==> src/rtl/psum_requant.sv <==
// psum_requant: accumulates groups of signed 32-bit partial sums and
// requantizes each group total to int8 (multiply, rounding shift, zero-point
// add, optional ReLU, saturation). Results leave through a 2-entry FIFO.
//
// Ports:
//   clk, rst                 clock, asynchronous active-low reset
//   psum_in, psum_valid      partial-sum stream from the PE (no back-pressure)
//   cfg_len                  terms per group (0 treated as 1), latched on first term
//   cfg_mult/shift/zp/relu   requant config, latched with the final term
//   out_data, out_valid,
//   out_ready                int8 result stream (ready/valid)
//   busy                     group partially accumulated or result in flight
//   acc_sat                  sticky: accumulator clamped
//   ovf                      sticky: result dropped on a full FIFO
module psum_requant #(
    parameter int CNT_W      = 8,
    parameter int MULT_W     = 16,
    parameter int FIFO_DEPTH = 2
) (
    input  logic                     clk,
    input  logic                     rst,
    input  logic signed [31:0]       psum_in,
    input  logic                     psum_valid,
    input  logic [CNT_W-1:0]         cfg_len,
    input  logic [MULT_W-1:0]        cfg_mult,
    input  logic [4:0]               cfg_shift,
    input  logic signed [7:0]        cfg_zp,
    input  logic                     cfg_relu,
    output logic signed [7:0]        out_data,
    output logic                     out_valid,
    input  logic                     out_ready,
    output logic                     busy,
    output logic                     acc_sat,
    output logic                     ovf
);

    function automatic logic signed [31:0] sat32(input logic signed [32:0] s);
        if (s[32] != s[31])
            return s[32] ? 32'sh8000_0000 : 32'sh7FFF_FFFF;
        return s[31:0];
    endfunction

    function automatic logic signed [7:0] sat8(input logic signed [49:0] r);
        if (r > 50'sd127)
            return 8'sd127;
        if (r < -50'sd128)
            return -8'sd128;
        return r[7:0];
    endfunction

    // Product is at most 2^47 in magnitude; 50 bits leaves room for the
    // rounding constant and the zero point without wrap.
    function automatic logic signed [7:0] requant(input logic signed [47:0] p,
                                                  input logic [4:0]         sh,
                                                  input logic signed [7:0]  zp,
                                                  input logic               relu);
        logic signed [49:0] t;
        logic signed [49:0] zpx;
        logic signed [49:0] one;
        one = 50'sd1;
        zpx = 50'(zp);
        t   = 50'(p);
        if (sh != 5'd0)
            t = t + (one <<< (sh - 5'd1));
        t = t >>> sh;
        t = t + zpx;
        if (relu && (t < zpx))
            t = zpx;
        return sat8(t);
    endfunction

    // Accumulator control
    logic [CNT_W-1:0]   cnt, len_q, len_eff;
    logic signed [31:0] acc, acc_next;
    logic signed [32:0] sum33;
    logic               first, last, clamp;

    always_comb begin
        first    = (cnt == '0);
        len_eff  = len_q;
        if (first)
            len_eff = (cfg_len == '0) ? CNT_W'(1) : cfg_len;
        last     = (cnt == len_eff - CNT_W'(1));
        sum33    = {acc[31], acc} + {psum_in[31], psum_in};
        clamp    = ~first & (sum33[32] ^ sum33[31]);
        acc_next = first ? psum_in : sat32(sum33);
    end

    always_ff @(posedge clk or negedge rst) begin
        if (!rst) begin
            cnt     <= '0;
            len_q   <= '0;
            acc     <= '0;
            acc_sat <= 1'b0;
        end else if (psum_valid) begin
            acc     <= acc_next;
            acc_sat <= acc_sat | clamp;
            if (first)
                len_q <= len_eff;
            cnt <= last ? '0 : cnt + CNT_W'(1);
        end
    end

    // Stage p1: registered group sum and its config
    logic                    vld_p1, vld_p2;
    logic signed [31:0]      sum_p1;
    logic [MULT_W-1:0]       mult_p1;
    logic [4:0]              shift_p1, shift_p2;
    logic signed [7:0]       zp_p1, zp_p2;
    logic                    relu_p1, relu_p2;
    logic signed [47:0]      prod_p2;

    always_ff @(posedge clk) begin
        if (psum_valid && last) begin
            sum_p1   <= acc_next;
            mult_p1  <= cfg_mult;
            shift_p1 <= cfg_shift;
            zp_p1    <= cfg_zp;
            relu_p1  <= cfg_relu;
        end
    end

    // Stage p2: registered product
    always_ff @(posedge clk) begin
        if (vld_p1) begin
            prod_p2  <= 48'(sum_p1) * 48'($signed({1'b0, mult_p1}));
            shift_p2 <= shift_p1;
            zp_p2    <= zp_p1;
            relu_p2  <= relu_p1;
        end
    end

    always_ff @(posedge clk or negedge rst) begin
        if (!rst) begin
            vld_p1 <= 1'b0;
            vld_p2 <= 1'b0;
        end else begin
            vld_p1 <= psum_valid & last;
            vld_p2 <= vld_p1;
        end
    end

    // Output FIFO: a same-edge pop frees the slot the push lands in.
    logic signed [7:0] mem [2];
    logic              wr_ptr, rd_ptr;
    logic [1:0]        count;
    logic              push, pop, full, push_ok;
    logic signed [7:0] res_p2;

    always_comb begin
        res_p2  = requant(prod_p2, shift_p2, zp_p2, relu_p2);
        push    = vld_p2;
        pop     = out_valid & out_ready;
        full    = (count == 2'(FIFO_DEPTH));
        push_ok = push & (~full | pop);
    end

    always_ff @(posedge clk) begin
        if (push_ok)
            mem[wr_ptr] <= res_p2;
    end

    always_ff @(posedge clk or negedge rst) begin
        if (!rst) begin
            wr_ptr <= 1'b0;
            rd_ptr <= 1'b0;
            count  <= '0;
            ovf    <= 1'b0;
        end else begin
            if (push_ok)
                wr_ptr <= ~wr_ptr;
            if (pop)
                rd_ptr <= ~rd_ptr;
            if (push_ok && !pop)
                count <= count + 2'd1;
            else if (pop && !push_ok)
                count <= count - 2'd1;
            if (push && !push_ok)
                ovf <= 1'b1;
        end
    end

    assign out_valid = (count != 2'd0);
    assign out_data  = out_valid ? mem[rd_ptr] : 8'sd0;
    assign busy      = (cnt != '0) | vld_p1 | vld_p2;

endmodule

==> config.mk <==
export PLATFORM = sky130hd
export DESIGN_NAME = psum_requant
export DESIGN_NICKNAME = d
export VERILOG_FILES = /design/src/rtl/psum_requant.sv
export SDC_FILE = /design/constraint.sdc
export NUM_CORES = 2
export LEC_CHECK = 0
export BUFFER_PORTS_ARGS = -buffer_cell sky130_fd_sc_hd__buf_2
export CAP_MARGIN = 20
export CORE_MARGIN = 8
export CORE_UTILIZATION = 34
export DETAILED_ROUTE_END_ITERATION = 16
export GPL_TIMING_DRIVEN = 0
export PLACE_DENSITY = 0.59
export SYNTH_ARGS = -nofsm -noshare
export SYNTH_HDL_FRONTEND = slang
export SYNTH_SLANG_ARGS = --single-unit
==> constraint.sdc <==
create_clock -name clk -period 9.85 [get_ports clk]
set_input_delay 1.97 -clock clk [delete_from_list [all_inputs] [get_ports clk]]
set_output_delay 1.97 -clock clk [all_outputs]
set_load 0.01 [all_outputs]
* Word level (Yosys, flattened, before mapping)
Memories as Yosys holds them, arrays and structs flattened. Index checks and enable logic that the tools add are counted.
Cells by class: multiply operators 1, shift operators 2, mux-type cells 22, divide/modulo/power cells 0, $add $sub $neg 8, eq/ne operators 3, bitwise logic cells 13, reductions and logical operators 14, order comparisons 3
Operators by type and width (number):
- 2-to-1 mux 32 bit | 4
- 2-to-1 mux 50 bit | 2
- 2-to-1 mux 8 bit | 8
- adder 48 x 50 -> 50 bit | 1
- adder 50 x 8 -> 50 bit | 1
- > comparator 50 x 8 -> 1 bit, second input constant | 1
- < comparator 50 x 8 -> 1 bit | 1
- < comparator 50 x 8 -> 1 bit, second input constant | 1
- <<< shifter 2 x 5 -> 50 bit, first input constant | 1
- >>> shifter 50 x 5 -> 50 bit | 1
- multiplier 32 x 17 -> 48 bit | 1
- adder 32 x 32 -> 33 bit | 1
- logical NOT 8 bit | 2
- adder 8 x 1 -> 8 bit, second input constant | 1
- == test 8 bit | 1
- nonzero test 8 bit | 1
- subtractor 8 x 1 -> 8 bit, second input constant | 1
- 2-to-1 mux 1 bit | 6
- logical AND 1 bit | 5
- nonzero test 5 bit | 1
- subtractor 5 x 1 -> 5 bit, second input constant | 1
- bitwise AND 1 bit | 4
- 2-to-1 mux 2 bit | 2
- inverter 1 bit | 4
- 9 further kinds | 14
Word-level totals: output and inout bits 12, bits in latches 0, RAM bits 16, register bits 180, memories 1, ROM bits 0
Memory list:
- mem | depth 2, width 8, read ports 1, clocked after memory_dff 0, wr ports 1, line 144 | logic signed [7:0] mem [2];

* Longest topological paths before layout
depth after elaboration 14, mapped depth 48, depth with buffers taken out 43

* Least setup slack after synthesis
No wires, ideal clock.
kind flip-flop to flip-flop, from reg shift_p2[0], to mem mem[0][5] (data pin), setup slack -323 ps, buffers on the path 6, required time 9577 ps, clock period less this slack 10173 ps, arrival 9899 ps, cell stages (with the launch flop) 46, cell sequence edfxtp_1 -> clkbuf_1 -> clkbuf_1 -> nand2_1 -> clkbuf_1 -> nor2_1 -> ha_1 -> fa_1 -> a211oi_2 -> o21bai_1 -> a211o_1 -> a2111o_1 -> and4_4 -> buf_6 -> o211ai_1 -> a21oi_1 -> xnor2_1 -> mux4_2 -> [10 not listed] -> o21a_1 -> or4_1 -> a32oi_1 -> xnor2_1 -> inv_1 -> ha_1 -> nand4_1 -> nor2_1 -> and3_1 -> o2111ai_1 -> a211o_1 -> nand2_1 -> buf_1 -> mux2i_1 -> nor2_1 -> a221o_1 -> a31oi_1 -> o21ai_1
Between the ends: word-level cells in the longest chain between the ends 14, elaborated cells on any way between the ends 18
RTL lines:
- start, declared | line 108 | logic [4:0] shift_p1, shift_p2;
- start signal, assigned | line 127 | shift_p2 <= shift_p1;
- subtractor 5 x 1 -> 5 bit | line 64 | t = t + (one <<< (sh - 5'd1));
- <<< shifter 2 x 5 -> 50 bit | line 64
- adder 48 x 50 -> 50 bit | line 64
- 2-to-1 mux 50 bit | line 63 | if (sh != 5'd0)
- >>> shifter 50 x 5 -> 50 bit * | line 65 | t = t >>> sh;
- adder 50 x 8 -> 50 bit * | line 66 | t = t + zpx;
- < comparator 50 x 8 -> 1 bit | line 67 | if (relu && (t < zpx))
- logical AND 1 bit | line 67
- 2-to-1 mux 50 bit * | line 67
- < comparator 50 x 8 -> 1 bit | line 46 | if (r < -50'sd128)
- 2-to-1 mux 1 bit (2 in series) | line 46
- 2-to-1 mux 8 bit | line 48 | return r[7:0];
- 2-to-1 mux 8 bit * | line 46
- net res_p2[5] | line 148 | logic signed [7:0] res_p2;
- end, declared | line 144
The timed path passes the listed nets; every way through them passes the cells marked *. The select of a mux whose other input is x is not followed.

* Worst setup path after layout
from reg shift_p2[2], to mem mem[1][5] (data pin)
Same word-level chain as after synthesis.

==> results by group <==
Synthesis
  • Syn Area/Cell: 8.63 um2
  • #FFs+latches synth: between 150 and 200
  • Post-synthesis cell type count: approximately 110
  • Post-synth top flop: edfxtp_1
  • YS warnings: 0
  • Number of synthesized flops with an enable pin: 140
  • Cell count after synthesis: 4378
  • Async S/R FF share, synth: 28.6%
  • Synthesized Nets: ~5200
  • Sequential cell area fraction in the yosys report: roughly 15%
  • Area of the mapped netlist: roughly 38000 um2

Floorplanning
  • Die ar.: 122000 um2
  • Die height: ~350 um
  • Ports: 86
  • Initial cell density of the core: ~34%
  • Num rows: between 100 and 150
  • DIE WIDTH: approximately 350 um
  • Core Footprint: ~110000 um2

Worst hold path
  • Hold Crit Class: reg -> reg

CTS
  • CTS HTree Levels: 4
  • Reg clk slew, reported paths: around 0.08 ns
  • CTS buffer count: 17
  • Clk_lat worst skew: approximately 0.5 ns
  • CTS tree: done
  • Clock Path Buffers: 2
  • Clock sink count: 196
  • Root Buffer: clkbuf_16

STA
  • Slew headroom: 33.5%
  • Minimum clock period: a little over 10 ns
  • Worst-margin pin slew: roughly 1 ns
  • Pins Over Slew Limit: 0
  • Final period utilization: 104%
  • Setup violators final: 14
  • Unrepaired setup endpoints after global routing: true
  • Final Hold Vio Count: 0
  • Clk_skew: between 0.03 and 0.04 ns
  • Max frequency: 98.1 MHz
  • Final worst setup slack: -0.345 ns

Status
  • Violated checks: setup timing
  • Run status: finished, violations left

Drt
  • Routed WL per cell: slightly above 20 um
  • Vias after detailed routing: around 33000
  • DRT antenna net count: 0
  • 1st-iter DRT viols: between 2000 and 2500
  • Vias per inst: about 5.4
  • Routed wire length: roughly 120000 um
  • Router iterations before antenna repair: 6
  • Post-route DRC: 0

Setup path
  • CP max stage delay: roughly 0.53 ns
  • WP data arrival: between 10 and 15 ns
  • CP endpoint kind: register
  • Max stage delay cell, worst path: or4b_4
  • Critical path type: reg -> reg
  • Crit start category: register
  • Worst Path Max Fanout: 8
  • CP Data Required Time: roughly 10 ns

Finish
  • Commonest non-fill, non-tap cell in the layout: inv_1
  • Design area: 43400 um2
  • Nets: around 5400
  • Ratio of cells with drive above 1 in the final layout: between 10 and 15%
  • Most frequent cells in the layout: inv_1, nand2_1, fa_1, nor2_1, ha_1
  • P&R area growth vs syn: 15.0%

Power
  • Clk pwr share: under 10%
  • Power per cell area: ~290 nW/um2
  • Total power draw: approximately 13 mW
  • Combinational share of power: between 80 and 90%
  • Net load switching power: 6.34 mW
  • Cell-internal power: 6.25 mW
  • Sequential fraction of design power: 13.1%
  • Lkg Pwr: about 19 nW
  • Sw frac: 50.4%
  • VDD IR max: roughly 270 uV

Placed design
  • Buffers on Ports: 85
  • Placed Area: around 40000 um2
  • Routability congestion estimate: roughly 0.99
  • Dpl hpwl: around 100000 um

GRT
  • Tot GR Track Use: 19.7%
  • Largest net degree at the start of global routing: 57
  • Global route total overflow: 0
  • Initial antenna violation count: 4
  • Vias in the first global route: 33200
  • First-pass GRT wire length: about 190000 um

Job
  • Max Cap Violations: 0
[synth_stat cells (16+ instances only)]
cell / instances / area (um2)
a211oi_1: 34 / 255
a21o_1: 90 / 676
a21oi_1: 231 / 1160
a31oi_1: 33 / 206
and2_1: 229 / 1430
and3_1: 39 / 244
buf_1: 17 / 63.8
buf_2: 19 / 95.1
clkbuf_1: 163 / 612
dfrtp_1: 56 / 1400
edfxtp_1: 140 / 4200
fa_1: 487 / 9750
ha_1: 279 / 3490
inv_1: 585 / 2200
mux2_2: 50 / 563
mux2i_1: 92 / 921
nand2_1: 554 / 2080
nand2b_1: 32 / 200
nand3_1: 78 / 390
nand4_1: 39 / 244
nor2_1: 265 / 995
nor2b_1: 25 / 156
nor3_1: 68 / 340
o211ai_1: 34 / 255
o21a_1: 35 / 263
o21ai_0: 153 / 766
o21ai_1: 20 / 100
o21bai_1: 23 / 173
o31ai_1: 16 / 120
or3_1: 27 / 169
xnor2_1: 105 / 920
xor2_1: 57 / 499
[layer usage]
metal  vias to the layer above  GRT usage, %  routed length, um
li1                      15200             -                  -
met1                     16100          24.9              51900
met2                      1167          34.1              58700
met3                       272          2.60               7140
met4                         4          7.85               5450
met5                         -             0                 17
[layout make-up]
cell class / count / area (um2)
Fill cell: 11300 / 67100
Multi-Input combinational cell: 3390 / 30700
Sequential cell: 196 / 5610
Inverter: 589 / 2220
Tap cell: 1488 / 1860
Timing Repair Buffer: 207 / 1450
Buffer: 187 / 947
Clock buffer: 17 / 425
Clock inverter: 15 / 179
Antenna cell: 1 / 2.50
[state kept, by name, summed over array words and instances, names as in the netlist, 8 cells and up]
register,count
acc,32
cnt,8
len_q,8
mem,16
mult_p1,16
prod_p2,48
sum_p1,32
zp_p1,8
zp_p2,8
[per-stage QoR]
| step | hold WS, ns | util, % | setup WS, ns | std cells | TNS [ns] |
|---|---|---|---|---|---|
| floorplan | 0.400 | - | 0.0126 | 4378 | 0 |
| global placement | 0.402 | 36.3 | -3.25 | 5951 | -48.43 |
| detailed placement | 0.405 | 36.4 | -3.16 | 5955 | -47.26 |
| CTS | 0.427 | 38.4 | -0.285 | 6055 | -3.40 |
| global route | 0.427 | 39.3 | -0.617 | 6089 | -7.96 |
| finish | 0.425 | 39.3 | -0.345 | 6090 | -4.09 |
[cells by family (layout without fill, tap and decap cells)]
kind of cell             count (synthesis)  after routing  share of synthesized area, %
AND/OR/NAND/NOR                       1427           1427                          18.0
AO/OA/AOI/OAI                          874            874                          15.6
buffers and inverters                  792           1015                          7.97
adder cells (fa/ha/maj)                773            773                          35.2
flip-flops                             196            196                          14.8
XOR/XNOR                               162            162                          3.75
multiplexers                           154            154                          4.58
other                                    0              1                             0
[critical path: cells and delay by family, from the launching register on]
kind	cells	cell delay, ns
adders and majority gates	3	0.83
AOI/OAI and AO/OA	15	3.60
buffers and inverters	6	0.93
DFF	1	0.49
and+or+nand+nor	16	3.17
muxes	4	0.84
[power groups by stage]
stage                     clock network [mW]  registers, mW  logic (mW)
after floorplan                            0           1.62        7.64
after global placement                     0           1.67        9.79
after detailed placement                   0           1.66        9.93
after CTS                              0.782           1.64        10.1
after global routing                   0.802           1.66        11.5
final                                  0.749           1.65        10.2
[worst paths after layout]
check / from / endpoint / slack [ns] / cells after the start
setup / recovery: shift_p2[2]$_DFFE_PP_ / mem[1][5]$_DFFE_PP_ / -0.34 / 44
hold / removal: shift_p1[4]$_DFFE_PP_ / shift_p2[4]$_DFFE_PP_ / 0.42 / 0
setup reg to reg: shift_p2[2]$_DFFE_PP_ / mem[1][5]$_DFFE_PP_ / -0.34 / 44
hold reg to reg: shift_p1[4]$_DFFE_PP_ / shift_p2[4]$_DFFE_PP_ / 0.42 / 0
max in group asynchronous: rst / vld_p1$_DFF_PN0_ / 7.67 / 1
min in group asynchronous: rst / len_q[5]$_DFFE_PN0P_ / 1.57 / 1
[timing repair]
| item | CTS | global route |
|---|---|---|
| setup buffers | 76 | 42 |
| resized for setup | 260 | 167 |
| pin swaps | 69 | 58 |
| cloned | 1 | 0 |
| endpoints found under the setup margin | 16 | 16 |
| hold buffers | 0 | 0 |
(Power assumes the default switching activity.)
